### config.mk
export PLATFORM = sky130hd
export DESIGN_NAME = apb_irq_ctrl
export DESIGN_NICKNAME = d
export VERILOG_FILES = /design/src/rtl/apb_irq_ctrl_pkg.sv /design/src/rtl/irq_prio_enc.sv /design/src/rtl/apb_irq_ctrl.sv
export SDC_FILE = /design/constraint.sdc
export NUM_CORES = 1
export LEC_CHECK = 0
export BUFFER_PORTS_ARGS = -buffer_cell sky130_fd_sc_hd__buf_2
export CAP_MARGIN = 20
export CELL_PAD_IN_SITES_DETAIL_PLACEMENT = 1
export CELL_PAD_IN_SITES_GLOBAL_PLACEMENT = 2
export CORE_MARGIN = 10
export CORE_UTILIZATION = 30
export CTS_CLUSTER_DIAMETER = 100
export DETAILED_ROUTE_END_ITERATION = 16
export HOLD_SLACK_MARGIN = 0.02
export MAX_ROUTING_LAYER = met4
export PLACE_DENSITY_LB_ADDON = 0.12
export SKIP_LAST_GASP = 1
export SYNTH_ARGS = -nofsm -noshare
export SYNTH_HDL_FRONTEND = slang
export SYNTH_HIERARCHICAL = 1
export SYNTH_SLANG_ARGS = --single-unit
### constraint.sdc
create_clock -name PCLK -period 2.9 [get_ports PCLK]
set_clock_uncertainty 0.15 [all_clocks]
set_input_delay 0.435 -clock PCLK [delete_from_list [all_inputs] [get_ports PCLK]]
set_output_delay 0.435 -clock PCLK [all_outputs]
set_load 0.02 [all_outputs]
### src/rtl/apb_irq_ctrl_pkg.sv
// Shared constants for the APB interrupt controller: register offsets,
// ACTIVE register layout and the "no source" ID value.
package apb_irq_ctrl_pkg;

    localparam logic [4:0] ADDR_PENDING = 5'h00;
    localparam logic [4:0] ADDR_ENABLE  = 5'h04;
    localparam logic [4:0] ADDR_TYPE    = 5'h08;
    localparam logic [4:0] ADDR_CLAIM   = 5'h0C;
    localparam logic [4:0] ADDR_ACTIVE  = 5'h10;

    localparam int ACTIVE_BUSY_BIT = 8;
    localparam int ID_NONE         = 0;

endpackage

### src/rtl/irq_prio_enc.sv
// Fixed-priority find-first-set: lowest set request index wins and is
// reported as index+1, so an ID of 0 means no request.
module irq_prio_enc
    import apb_irq_ctrl_pkg::*;
#(
    parameter int NUM_SRC  = 8,
    parameter int ID_WIDTH = 5
) (
    input  logic [NUM_SRC-1:0]  i_req,
    output logic                o_valid,
    output logic [ID_WIDTH-1:0] o_id
);

    // Scan from the top down so the lowest set index is written last.
    always_comb begin
        o_valid = 1'b0;
        o_id    = ID_WIDTH'(ID_NONE);
        for (int i = NUM_SRC - 1; i >= 0; i--) begin
            if (i_req[i]) begin
                o_valid = 1'b1;
                o_id    = ID_WIDTH'(i + 1);
            end
        end
    end

endmodule

### src/rtl/apb_irq_ctrl.sv
// APB interrupt controller: latches level/edge sources as pending, arbitrates by
// lowest index, claim/complete handshake. Define IRQC_SYNC_EN for a 2-FF input synchronizer.
module apb_irq_ctrl
    import apb_irq_ctrl_pkg::*;
#(
    parameter int DATA_WIDTH = 32,
    parameter int NUM_SRC    = 8,
    parameter int ID_WIDTH   = 5
) (
    input  logic                  PCLK,
    input  logic                  PRESETn,
    input  logic                  PSEL,
    input  logic                  PENABLE,
    input  logic                  PWRITE,
    input  logic [4:0]            PADDR,
    input  logic [DATA_WIDTH-1:0] PWDATA,
    output logic [DATA_WIDTH-1:0] PRDATA,
    output logic                  PREADY,
    input  logic [NUM_SRC-1:0]    irq_src,
    output logic                  irq_o
);

    logic [NUM_SRC-1:0]  r_s1;
    logic [NUM_SRC-1:0]  r_s1_d;
    logic [NUM_SRC-1:0]  r_pending;
    logic [NUM_SRC-1:0]  r_enable;
    logic [NUM_SRC-1:0]  r_type;
    logic                r_busy;
    logic [ID_WIDTH-1:0] r_active_id;

    logic [NUM_SRC-1:0]  w_s1_in;
    logic [NUM_SRC-1:0]  w_edge;
    logic [NUM_SRC-1:0]  w_claim_clr;
    logic [NUM_SRC-1:0]  w_pend_next;
    logic                w_cand_vld;
    logic [ID_WIDTH-1:0] w_cand_id;
    logic                w_rd;
    logic                w_wr;
    logic                w_claim;
    logic                w_complete;
    logic                w_unused;

`ifdef IRQC_SYNC_EN
    logic [NUM_SRC-1:0]  r_sync0;
    logic [NUM_SRC-1:0]  r_sync1;

    always_ff @(posedge PCLK or negedge PRESETn) begin
        if (!PRESETn) begin
            r_sync0 <= '0;
            r_sync1 <= '0;
        end else begin
            r_sync0 <= irq_src;
            r_sync1 <= r_sync0;
        end
    end

    assign w_s1_in = r_sync1;
`else
    assign w_s1_in = irq_src;
`endif

    assign PREADY   = 1'b1;
    assign w_unused = ^PWDATA;
    assign w_rd     = PSEL & PENABLE & ~PWRITE;
    assign w_wr     = PSEL & PENABLE & PWRITE;

    irq_prio_enc #(
        .NUM_SRC  (NUM_SRC),
        .ID_WIDTH (ID_WIDTH)
    ) u_prio_enc (
        .i_req   (r_pending & r_enable),
        .o_valid (w_cand_vld),
        .o_id    (w_cand_id)
    );

    assign w_claim    = w_rd && (PADDR == ADDR_CLAIM) && !r_busy && w_cand_vld;
    assign w_complete = w_wr && (PADDR == ADDR_CLAIM) && r_busy
                        && (PWDATA[ID_WIDTH-1:0] == r_active_id);

    // Edge sources: a new edge beats a simultaneous claim clear.
    assign w_edge      = r_s1 & ~r_s1_d;
    assign w_claim_clr = w_claim ? (NUM_SRC'(1) << (w_cand_id - ID_WIDTH'(1))) : '0;
    assign w_pend_next = (~r_type & r_s1) | (r_type & (w_edge | (r_pending & ~w_claim_clr)));

    assign irq_o = ~r_busy & w_cand_vld;

    always_ff @(posedge PCLK or negedge PRESETn) begin
        if (!PRESETn) begin
            r_s1        <= '0;
            r_s1_d      <= '0;
            r_pending   <= '0;
            r_enable    <= '0;
            r_type      <= '0;
            r_busy      <= 1'b0;
            r_active_id <= ID_WIDTH'(ID_NONE);
        end else begin
            r_s1      <= w_s1_in;
            r_s1_d    <= r_s1;
            r_pending <= w_pend_next;
            if (w_wr && (PADDR == ADDR_ENABLE)) r_enable <= PWDATA[NUM_SRC-1:0];
            if (w_wr && (PADDR == ADDR_TYPE))   r_type   <= PWDATA[NUM_SRC-1:0];
            if (w_claim) begin
                r_busy      <= 1'b1;
                r_active_id <= w_cand_id;
            end else if (w_complete) begin
                r_busy      <= 1'b0;
                r_active_id <= ID_WIDTH'(ID_NONE);
            end
        end
    end

    always_comb begin
        PRDATA = '0;
        if (w_rd) begin
            case (PADDR)
                ADDR_PENDING: PRDATA = DATA_WIDTH'(r_pending);
                ADDR_ENABLE:  PRDATA = DATA_WIDTH'(r_enable);
                ADDR_TYPE:    PRDATA = DATA_WIDTH'(r_type);
                ADDR_CLAIM:   if (w_claim) PRDATA = DATA_WIDTH'(w_cand_id);
                ADDR_ACTIVE: begin
                    PRDATA = DATA_WIDTH'(r_active_id);
                    PRDATA[ACTIVE_BUSY_BIT] = r_busy;
                end
                default: ;
            endcase
        end
    end

endmodule

* Word level (Yosys, flattened, before mapping)
Cells that the tools add are included.
** Word-level totals
- Output and inout bits :: 34
- Bits of input ports :: 50
- Flip-flop bits (word level) :: 46
** Operators by class
- Eq/ne operators :: 5
- Reductions and logical operators :: 11
- Add/subtract/negate cells :: 1
- Shift operators :: 1
- Multiplexer cells :: 24
- Bitwise gates (word level) :: 16
** Operator list (number)
- $pmux W9 S5 :: 1
- $and A8 B8 Y8 :: 5
- $mux W4 :: 8
- $not A8 Y8 :: 3
- $or A8 B8 Y8 :: 2
- $mux W5 :: 3
- $eq A5 B4 Y1 const B :: 2
- $mux W1 :: 10
- $mux W9 :: 1
- $logic_and A1 B1 Y1 :: 8
- $mux W8 :: 1
- $shl A1 B5 Y8 const A :: 1
- $eq A5 B3 Y1 const B :: 1
- $eq A5 B5 Y1 :: 1
- $eq A5 B5 Y1 const B :: 1
- $logic_not A5 Y1 :: 1
- $sub A5 B1 Y5 const B :: 1
- $and A1 B1 Y1 :: 4
- $not A1 Y1 :: 2
- $reduce_bool A2 Y1 :: 1
- $logic_not A1 Y1 :: 1

* Depth between registers and ports, before layout
Gate-level depths: netlist of the first run.
- Word-level depth :: 17
- Mapped depth :: 10
- Mapped depth without buffers :: 10

* Cells and area by module
The synthesis of the first run kept the hierarchy.
** By module, submodules not included
- apb_irq_ctrl :: cells an instance 234, area each 2461.1 µm², times used 1
- irq_prio_enc :: cells an instance 16, area each 100.1 µm², times used 1

* Least setup slack after synthesis of the first run
Ideal clock, no wire load.
- Kind :: flip-flop to output port
- From :: register r_pending[6]
- To :: output port PRDATA[0]
- Slack :: 0.216 ns
- Arrival time :: 2.099 ns
- Cell stages (with the launch flop) :: 9
- Cell sequence :: dfrtp_1 > and2_1 > nor4_4 > nand3b_1 > nor2b_1 > and4_1 > clkbuf_1 > nand2_1 > a31oi_1
** Between the ends
- Cells in the longest elaborated chain, start to end :: 12
- Elaborated cells between the ends (all ways) :: 19
** RTL lines
- start: declaration :: line apb_irq_ctrl.sv:25 : logic [NUM_SRC-1:0] r_pending;
- start signal: assignment :: line apb_irq_ctrl.sv:99 : r_pending <= w_pend_next;
- $and A8 B8 Y8 :: line apb_irq_ctrl.sv:71 : .i_req (r_pending & r_enable),
- $mux W1 (7 in series) :: line irq_prio_enc.sv:19 : if (i_req[i]) begin
- net w_cand_vld :: line apb_irq_ctrl.sv:35 : logic w_cand_vld;
- $logic_and A1 B1 Y1 :: line apb_irq_ctrl.sv:76 : assign w_claim = w_rd && (PADDR == ADDR_CLAIM) && !r_busy && w_cand_vld;
- $mux W5 :: line apb_irq_ctrl.sv:119 : ADDR_CLAIM: if (w_claim) PRDATA = DATA_WIDTH'(w_cand_id);
- $pmux W9 S5 :: line apb_irq_ctrl.sv:115 : case (PADDR)
- $mux W9 :: line apb_irq_ctrl.sv:114 : if (w_rd) begin
- end: declaration :: line apb_irq_ctrl.sv:17 : output logic [DATA_WIDTH-1:0] PRDATA,
The timed path passes the listed nets, and every way through them passes these cells.

* Worst setup path after layout of the first run
- From :: register r_pending[3]
- To :: output port PRDATA[0]
** Between the ends
- Cells in the longest elaborated chain, start to end :: 9
- Elaborated cells between the ends (all ways) :: 13
** RTL lines (line)
- $and A8 B8 Y8 :: apb_irq_ctrl.sv:71
- $mux W1 (4 in series) :: irq_prio_enc.sv:19
- net w_cand_vld :: apb_irq_ctrl.sv:35
- $logic_and A1 B1 Y1 :: apb_irq_ctrl.sv:76
- $mux W5 :: apb_irq_ctrl.sv:119
- $pmux W9 S5 :: apb_irq_ctrl.sv:115
- $mux W9 :: apb_irq_ctrl.sv:114
The timed path passes the listed nets, and every way through them passes these cells.

==> metrics.cfg, run 1 <==
[status]
status = complete, no violations

[clock_network]
cts_sinks = 46
cts_max_level = 2
clock_path_buffers = 2
cts_tree = yes
numCtsBuffers = 5
cts.clk_slew.worst_paths_ns = 0.09
cts_root_buf = clkbuf_8
clk_latency_ns = 0.30

[cells_and_area]
num_antenna_cells = 0
area_growth_pct = 16.46
drive_gt1_share_pct = 29.90
final_common_cell = nand2_1
fill_cells = 980
design.final.nets = 351
layout_common_cells = nand2_1 (47), dfrtp_1 (46), buf_2 (35)

[sta]
hold_violations = 0
fin_hold_ws_ns = 0.08550
slew_violations = 0
worstMarginPinSlew_ns = 0.7389
fmax_ghz = 0.3534
setup_ws_ns = 0.07063
slew_headroom_pct = 50.41
rsz0062_at_grt = yes
fin_crit_sh_pct = 97.56
tns_ns = 0
finalSetupViolCount = 0
finalCriticalPeriod_ns = 2.829

[pwr]
p_leak_nw = 1.337
vdd_drop_max_v = 0.0002241
power-per-cell-area_nw_per_um2 = 509.9

[placed_design]
port-buffer-count = 35
dp_slack_ns = 0.3271
gp_congestion = 0.7684
dpl.hpwl_um = 5648

[yosys]
synthCells = 250
ys.warnings.count = 6
yosys_register_bits = 46
ys_types = 43
synth_flop_cell = dfrtp_1
synth_edf_count = 0
ys_seq_area_share_pct = 44.94
netlist_area_um2 = 2561
ys_async_sr_fraction_pct = 100.0
syn_avg_cell_area_um2 = 10.24

[floorplanning]
rows = 33
die_y_um = 112.4
core-area_um2 = 8258
die_w_um = 112.4
initial_core_util_pct = 31.02
dieArea_um2 = 12630
pin_count = 84

[global_routing]
antenna_found_initial = 0
gr-total-overflow = 0
grt_pass1_wl_um = 12250
grt_usage_pct = 12.03
grt_pass1_vias = 2286
grt_max_degree = 25

[drt]
dr.pass1.iters = 4
drt_iter0_markers = 61
vias = 2028
routedWlPerCell_um = 18.12
viasPerCell = 4.995
drt-total-wl_um = 7355
ant_nets = 0
drc = 0

[setup_path]
criticalPathCategory = flip-flop to output pin
critPathRequiredTime_ns = 2.32
critPathMaxFanout = 7
crit_chain = and2_2, nor4_4, nand3b_1, nor2b_2, and4_4, nand2_1, a31oi_1, buf_2
start_kind = flip-flop
crit_path_max_incr_delay_ns = 0.43
cp.arrival_ns = 2.24
critical-path-slowest-cell = dfrtp_1
cp-end-kind = output pin

[worst_hold_path]
hp-class = primary input to flip-flop

[run]
cap_violations = 0

==> area by class of cell <==
cell class	count	area (um^2)	share of cell area (%)
multi-input cells	193	1289	43.20
flip-flops and latches	46	1151	38.59
repair buffers	50	290.3	9.732
well taps	105	131.4	4.404
clock buffers	7	76.32	2.559
clock inverters	1	30.03	1.007
inverters	4	15.01	0.5034
==> state kept, by name, indices dropped and copies added (netlist names) <==
| name | count |
|---|---|
| r_enable | 8 |
| r_pending | 8 |
| r_s1 | 8 |
| r_s1_d | 8 |
| r_type | 8 |
| r_active_id | 5 |
| r_busy | 1 |
==> cell usage after synthesis (2+ instances only) <==
master	count	area (um^2)
a21oi_1	7	35.03
nand2_1	47	176.4
conb_1	3	11.26
a31oi_1	5	31.28
mux2_2	22	247.7
xor2_1	3	26.28
a22oi_1	8	60.06
and4_1	3	26.28
o2111ai_1	8	70.07
and2_1	8	50.05
nor3_1	2	10.01
nor4_1	3	18.77
o311ai_0	6	52.55
xnor2_1	3	26.28
nor2_1	4	15.01
dfrtp_1	46	1151
nand3_1	7	35.03
buf_4	27	202.7
clkbuf_1	2	7.510
o21ai_0	2	10.01
nor2b_1	2	12.51
o211ai_1	7	52.55
nand4_1	2	12.51
inv_1	4	15.01
==> per-layer routing <==
layer	track usage, %	routed length (um)
met2	18.73	3415
met4	2.284	61
met5	-	0
met3	2.982	361
met1	15.56	3518
==> kinds of logic (layout without fill, tap and decap cells) <==
family	count (synthesis)	after routing	share of synthesized area (%)
simple gates	92	92	20.37
compound gates	47	47	13.24
flops	46	46	44.94
buf+inv	33	62	8.793
mux	22	22	9.673
xor+xnor	6	6	2.052
other cells	3	25	0.4396
fa+ha+maj	1	1	0.4884
==> final timing paths <==
| path | from | endpoint | slack, ns | cells after the start |
|---|---|---|---|---|
| max in group asynchronous | PRESETn | r_s1_d[2]$_DFF_PN0_ | 1.34 | 3 |
| worst max-delay path | r_pending[3]$_DFF_PN0_ | PRDATA[0] | 0.07 | 8 |
| worst min register to register | r_s1[0]$_DFF_PN0_ | r_s1_d[0]$_DFF_PN0_ | 0.23 | 0 |
| worst min-delay path | irq_src[6] | r_s1[6]$_DFF_PN0_ | 0.09 | 1 |
| min in group asynchronous | PRESETn | r_active_id[0]$_DFFE_PN0P_ | 0.50 | 2 |
| worst max register to register | r_pending[5]$_DFF_PN0_ | r_pending[4]$_DFF_PN0_ | 0.34 | 10 |
==> repair_timing <==
action                                 4_1_cts  5_1_grt
setup buffers                                0        2
setup endpoints to repair                    3        5
hold buffers                                 1        0
gates resized for setup                      1        6
endpoints found under the hold margin       22        0
pin swaps                                    0        1
==> power breakdown <==
group	total [mW]	internal [mW]	switching (mW)
Clock	0.484	0.258	0.225
Sequential	0.723	0.682	0.0403
Combinational	0.315	0.123	0.191
Total	1.52	1.06	0.457
==> metrics by stage <==
stage / total power, mW / instances / utilization, % / area (um^2)
2_1_floorplan: 0.9375 / 272 / - / 2644
3_3_place_gp: 1.032 / 395 / 34.27 / 2830
3_5_place_dp: 1.037 / 395 / 34.27 / 2830
4_1_cts: 1.526 / 404 / 35.70 / 2948
5_1_grt: 1.614 / 406 / 36.12 / 2983
6_report: 1.521 / 406 / 36.12 / 2983
==> worst max-delay path: cells and delay by family, from the launching register on <==
family	cells	cell delay, ns
AOI/OAI and AO/OA	1	0.10
buffers and inverters	1	0.20
DFF	1	0.43
and+or+nand+nor	6	1.22
No activity file was read; power rests on OpenSTA's default activity.
==> run 2: changes to the inputs <==
- GPL_TIMING_DRIVEN: unset -> 0
- PLACE_DENSITY: unset -> 0.87
- PLACE_DENSITY_LB_ADDON: 0.12 -> unset
==> metrics.cfg, run 2 (synthesis gave the netlist of run 1 again) <==
[status]
status = complete, no violations

[sta]
worstMarginPinSlew_ns = 0.7705
slew_violations = 0
fmax_ghz = 0.3554
finalCriticalPeriod_ns = 2.814
hold_violations = 0
rsz0062_at_grt = yes
fin_crit_sh_pct = 97.04
finalSetupViolCount = 0
fin_hold_ws_ns = 0.09160
slew_headroom_pct = 48.29

[drt]
dr.pass1.iters = 4
viasPerCell = 4.886
routedWlPerCell_um = 17.38
vias = 2062
drt-total-wl_um = 7333
drt_iter0_markers = 119
drc = 0
ant_nets = 0

[cells_and_area]
layout_common_cells = nand2_1 (47), dfrtp_1 (45), buf_2 (32)
num_antenna_cells = 0
design.final.nets = 368
area_growth_pct = 21.98
finalNonFillerCells = 422
post-route-util_pct = 37.83
drive_gt1_share_pct = 35.02
final_area_um2 = 3124
fill_cells = 977
final_common_cell = nand2_1

[global_routing]
grt_usage_pct = 11.80
grt_max_degree = 47
grt_pass1_wl_um = 12010
grt_pass1_vias = 2297
antenna_found_initial = 0
gr-total-overflow = 0

[pwr]
seq_power_share_pct = 50.9
combPwrFrac_pct = 23.2
p_leak_nw = 1.425
sw_frac_of_total_pct = 30.94
p_int_mw = 0.9856
clkPwrFrac_pct = 25.9
p_sw_mw = 0.4415
power-per-cell-area_nw_per_um2 = 456.8
vdd_drop_max_v = 0.0001957

[floorplanning]
rows = 33
die_w_um = 112.4
dieArea_um2 = 12630
initial_core_util_pct = 31.02
pin_count = 84
die_y_um = 112.4
core-area_um2 = 8258

[setup_path]
ff2ff_setup_slack_ns = 0.15
worst_r2r_path_depth = 10
cp.arrival_ns = 2.23
start_kind = flip-flop
critPathMaxFanout = 7
cp-end-kind = output pin
critPathRequiredTime_ns = 2.32
r2r-end = r_pending[3]$_DFF_PN0_
timing.rr.start = r_pending[5]$_DFF_PN0_
criticalPathCategory = flip-flop to output pin

[placed_design]
place_area_um2 = 2950
gp_congestion = 0.8303
dpl.hpwl_um = 5602
port-buffer-count = 34
place_inst = 412

[clock_network]
clk_latency_ns = 0.30
cts_max_level = 2
numCtsBuffers = 5
cts_root_buf = clkbuf_8
cts_sinks = 46
cts.clk_slew.worst_paths_ns = 0.08
clock_path_buffers = 2
cts_tree = yes

[worst_hold_path]
hold_end = r_s1[7]$_DFF_PN0_
hold_path_depth = 1
hp-start = irq_src[7]
hp-class = primary input to flip-flop

[run]
cap_violations = 0

run 2: timing repair:
action | 4_1_cts | 5_1_grt
pin swaps | 0 | 1
hold buffers | 0 | 1
resized for setup | 4 | 18
hold endpoints to repair | 0 | 7
buffers inserted | 0 | 1
endpoints found under the setup margin | 12 | 12
run 2: layer usage:
layer	track usage [%]	wire, um	part of all wire [%]	up-vias
li1	-	-	-	990
met1	14.16	3259	44	1013
met2	19.62	3656	50	54
met3	2.556	356	4.9	5
met4	3.046	61	0.83	0
met5	-	0	0	-
run 2: how the worst max path moves through the flow:
stage / cells after the start / endpoint / start
floorplan: 8 / PRDATA[0] / r_pending[6]$_DFF_PN0_
CTS: 10 / r_pending[2]$_DFF_PN0_ / r_pending[5]$_DFF_PN0_
detailed placement: 10 / r_pending[2]$_DFF_PN0_ / r_pending[5]$_DFF_PN0_
finish: 8 / PRDATA[3] / r_pending[3]$_DFF_PN0_
global placement: 5 / PRDATA[0] / PADDR[3]
global route: 8 / PRDATA[0] / r_pending[3]$_DFF_PN0_
run 2: cell type report:
cell class                      count  area (um^2)  share of cell area [%]
Multi-Input combinational cell    193         1314                   42.05
Sequential cell                    46         1152                   36.88
Timing Repair Buffer               39        225.2                   7.209
Buffer                             28        210.2                   6.728
Tap cell                          105        131.4                   4.205
Clock buffer                        7        76.32                   2.443
Inverter                            4        15.01                  0.4806
run 2: worst max-delay path, stage by stage, from the launching register on:
cell and delay [ns]:
dfrtp_2 0.44, and2_4 0.19, nor4_4 0.31, nand3b_1 0.12, nor2b_2 0.19, and4_4 0.23
nand2_1 0.12, a31oi_1 0.11, buf_4 0.21
run 2: power groups by stage:
stage               logic [mW]  clock network (mW)  registers, mW
CTS                      0.307               0.385          0.724
detailed placement       0.303                   0          0.737
finish                   0.331               0.370          0.726
floorplan                0.219                   0          0.719
global placement         0.296                   0          0.734
global route             0.371               0.406          0.732
run 2: through the flow:
step / setup WS, ns / TNS, ns / power, mW
finish: 0.08588 / 0 / 1.427
floorplan: 0.2164 / 0 / 0.9375
detailed placement: -0.1842 / -1.144 / 1.040
global placement: -0.5586 / -4.393 / 1.030
CTS: -0.009290 / -0.009290 / 1.416
global route: -0.07335 / -0.4623 / 1.510
==> run 3: changes to the inputs <==
- CELL_PAD_IN_SITES_GLOBAL_PLACEMENT: 2 -> 1
- CORE_UTILIZATION: 30 -> 38
- CTS_CLUSTER_DIAMETER: 100 -> unset
- PLACE_DENSITY: 0.87 -> 0.89
==> metrics.cfg, run 3 (synthesis gave the netlist of run 1 again) <==
[status]
status = complete, no violations

[setup_path]
r2r-end = r_pending[7]$_DFF_PN0_
cp-end-kind = output pin
criticalPathCategory = flip-flop to output pin
critPathMaxFanout = 7
timing.rr.start = r_pending[5]$_DFF_PN0_
ff2ff_setup_slack_ns = 0.06
start_kind = flip-flop
worst_r2r_path_depth = 10
critPathRequiredTime_ns = 2.32
cp.arrival_ns = 2.27

[sta]
setup_ws_ns = 0.04770
tns_ns = 0
slew_headroom_pct = 49.53
finalSetupViolCount = 0
worstMarginPinSlew_ns = 0.7520
slew_violations = 0
fmax_ghz = 0.3506
rsz0062_at_grt = yes
fin_crit_sh_pct = 98.36
finalCriticalPeriod_ns = 2.852
hold_violations = 0

[worst_hold_path]
hp-start = irq_src[6]
hold_end = r_s1[6]$_DFF_PN0_
hp-class = primary input to flip-flop
hold_path_depth = 1

[cells_and_area]
num_antenna_cells = 0
fill_cells = 750
multi_input_area_um2 = 1339
design.final.nets = 373
drive_gt1_share_pct = 38.08
area_growth_pct = 23.50
final_common_cell = dfrtp_1
layout_common_cells = dfrtp_1 (46), nand2_1 (45), buf_4 (35)
final_area_um2 = 3163
ff_latch_area_um2 = 1151

[global_routing]
grt_max_degree = 47
grt_busiest_layer = met2
grt_pass1_wl_um = 11190
met3_usage_pct = 3.914
grt_use_met2_pct = 22.47
gr-total-overflow = 0
grt_pass1_vias = 2265
antenna_found_initial = 0
grt_usage_pct = 13.99
grt_util_met1_pct = 16.24

[drt]
viasPerCell = 5.343
vias = 2137
drt-total-wl_um = 7518
routedWlPerCell_um = 18.80
dr.pass1.iters = 4
drc = 0
ant_nets = 0
drt_iter0_markers = 122

[clock_network]
numCtsBuffers = 5
cts_max_level = 2
cts.clk_slew.worst_paths_ns = 0.08
clk_latency_ns = 0.31
clock_path_buffers = 2
cts_sinks = 46
cts_root_buf = clkbuf_8
cts_tree = yes

[floorplanning]
core-area_um2 = 6459
die_w_um = 102.1
pin_count = 84
dieArea_um2 = 10420
die_y_um = 102.1
rows = 29
initial_core_util_pct = 39.66

[placed_design]
port-buffer-count = 34
dp_slack_ns = -0.1789
gp_congestion = 0.8502
dpl.hpwl_um = 5385
place_area_um2 = 2915

[pwr]
vdd_drop_max_v = 0.0002794
power-per-cell-area_nw_per_um2 = 475.6
total_power_mw = 1.504
p_leak_nw = 1.470

[run]
cap_violations = 0

run 3: cell types whose count changed in the layout (fill, tap and decap cells not counted), sizes merged:
cell | before | now
buf | 64 | 69
clkinv | 0 | 1
run 3: how the worst max path moves through the flow:
stage / start / end / slack, ns / cells past startpoint
3_3_place_gp: PADDR[3] / PRDATA[0] / -0.45 / 5
3_5_place_dp: r_pending[5]$_DFF_PN0_ / r_pending[2]$_DFF_PN0_ / -0.18 / 10
5_1_grt: r_pending[5]$_DFF_PN0_ / r_pending[7]$_DFF_PN0_ / -0.13 / 10
2_1_floorplan: r_pending[6]$_DFF_PN0_ / PRDATA[0] / 0.22 / 8
6_report: r_pending[3]$_DFF_PN0_ / PRDATA[0] / 0.05 / 8
4_1_cts: r_pending[6]$_DFF_PN0_ / PRDATA[3] / 0.008 / 7
run 3: power breakdown:
group / switching [mW] / internal, mW
clock: 0.221 / 0.193
sequential: 0.0442 / 0.683
combinational: 0.208 / 0.155
run 3: metal layers:
layer  up-vias  wire, um
li1       1001         -
met1      1051      3134
met2        73      3738
met3        12       513
met4         0       131
met5         -         0
run 3: what timing repair did:
item / 4_1_cts / 5_1_grt
pin swaps: 0 / 4
endpoints found under the setup margin: 12 / 12
hold buffers: 0 / 1
setup buffers: 0 / 6
endpoints found under the hold margin: 0 / 19
gates resized for setup: 5 / 26
run 3: stage by stage:
step | util (%) | instances | hold slack [ns]
after global placement | 45.06 | 383 | 0.2134
after detailed placement | 45.14 | 384 | 0.2179
after floorplan | - | 272 | -0.01059
after global routing | 48.97 | 400 | 0.07297
final | 48.97 | 400 | 0.08476
after CTS | 46.65 | 391 | 0.07510
run 3: layout make-up:
cell class / count / share of cell area [%]
clock buffers: 7 / 2.729
flip-flops and latches: 46 / 36.39
clock inverters: 1 / 0.1582
repair buffers: 44 / 8.228
plain buffers: 28 / 6.646
inverters: 4 / 0.4747
well taps: 77 / 3.046
multi-input cells: 193 / 42.33
run 3: worst max-delay path, stage by stage (launching register included):
cell and delay [ns]:
dfrtp_1 0.43, and2_4 0.21, nor4_4 0.34, nand3b_1 0.15, nor2b_4 0.16, and4_4 0.23
nand2_1 0.11, a31oi_1 0.12, buf_2 0.21
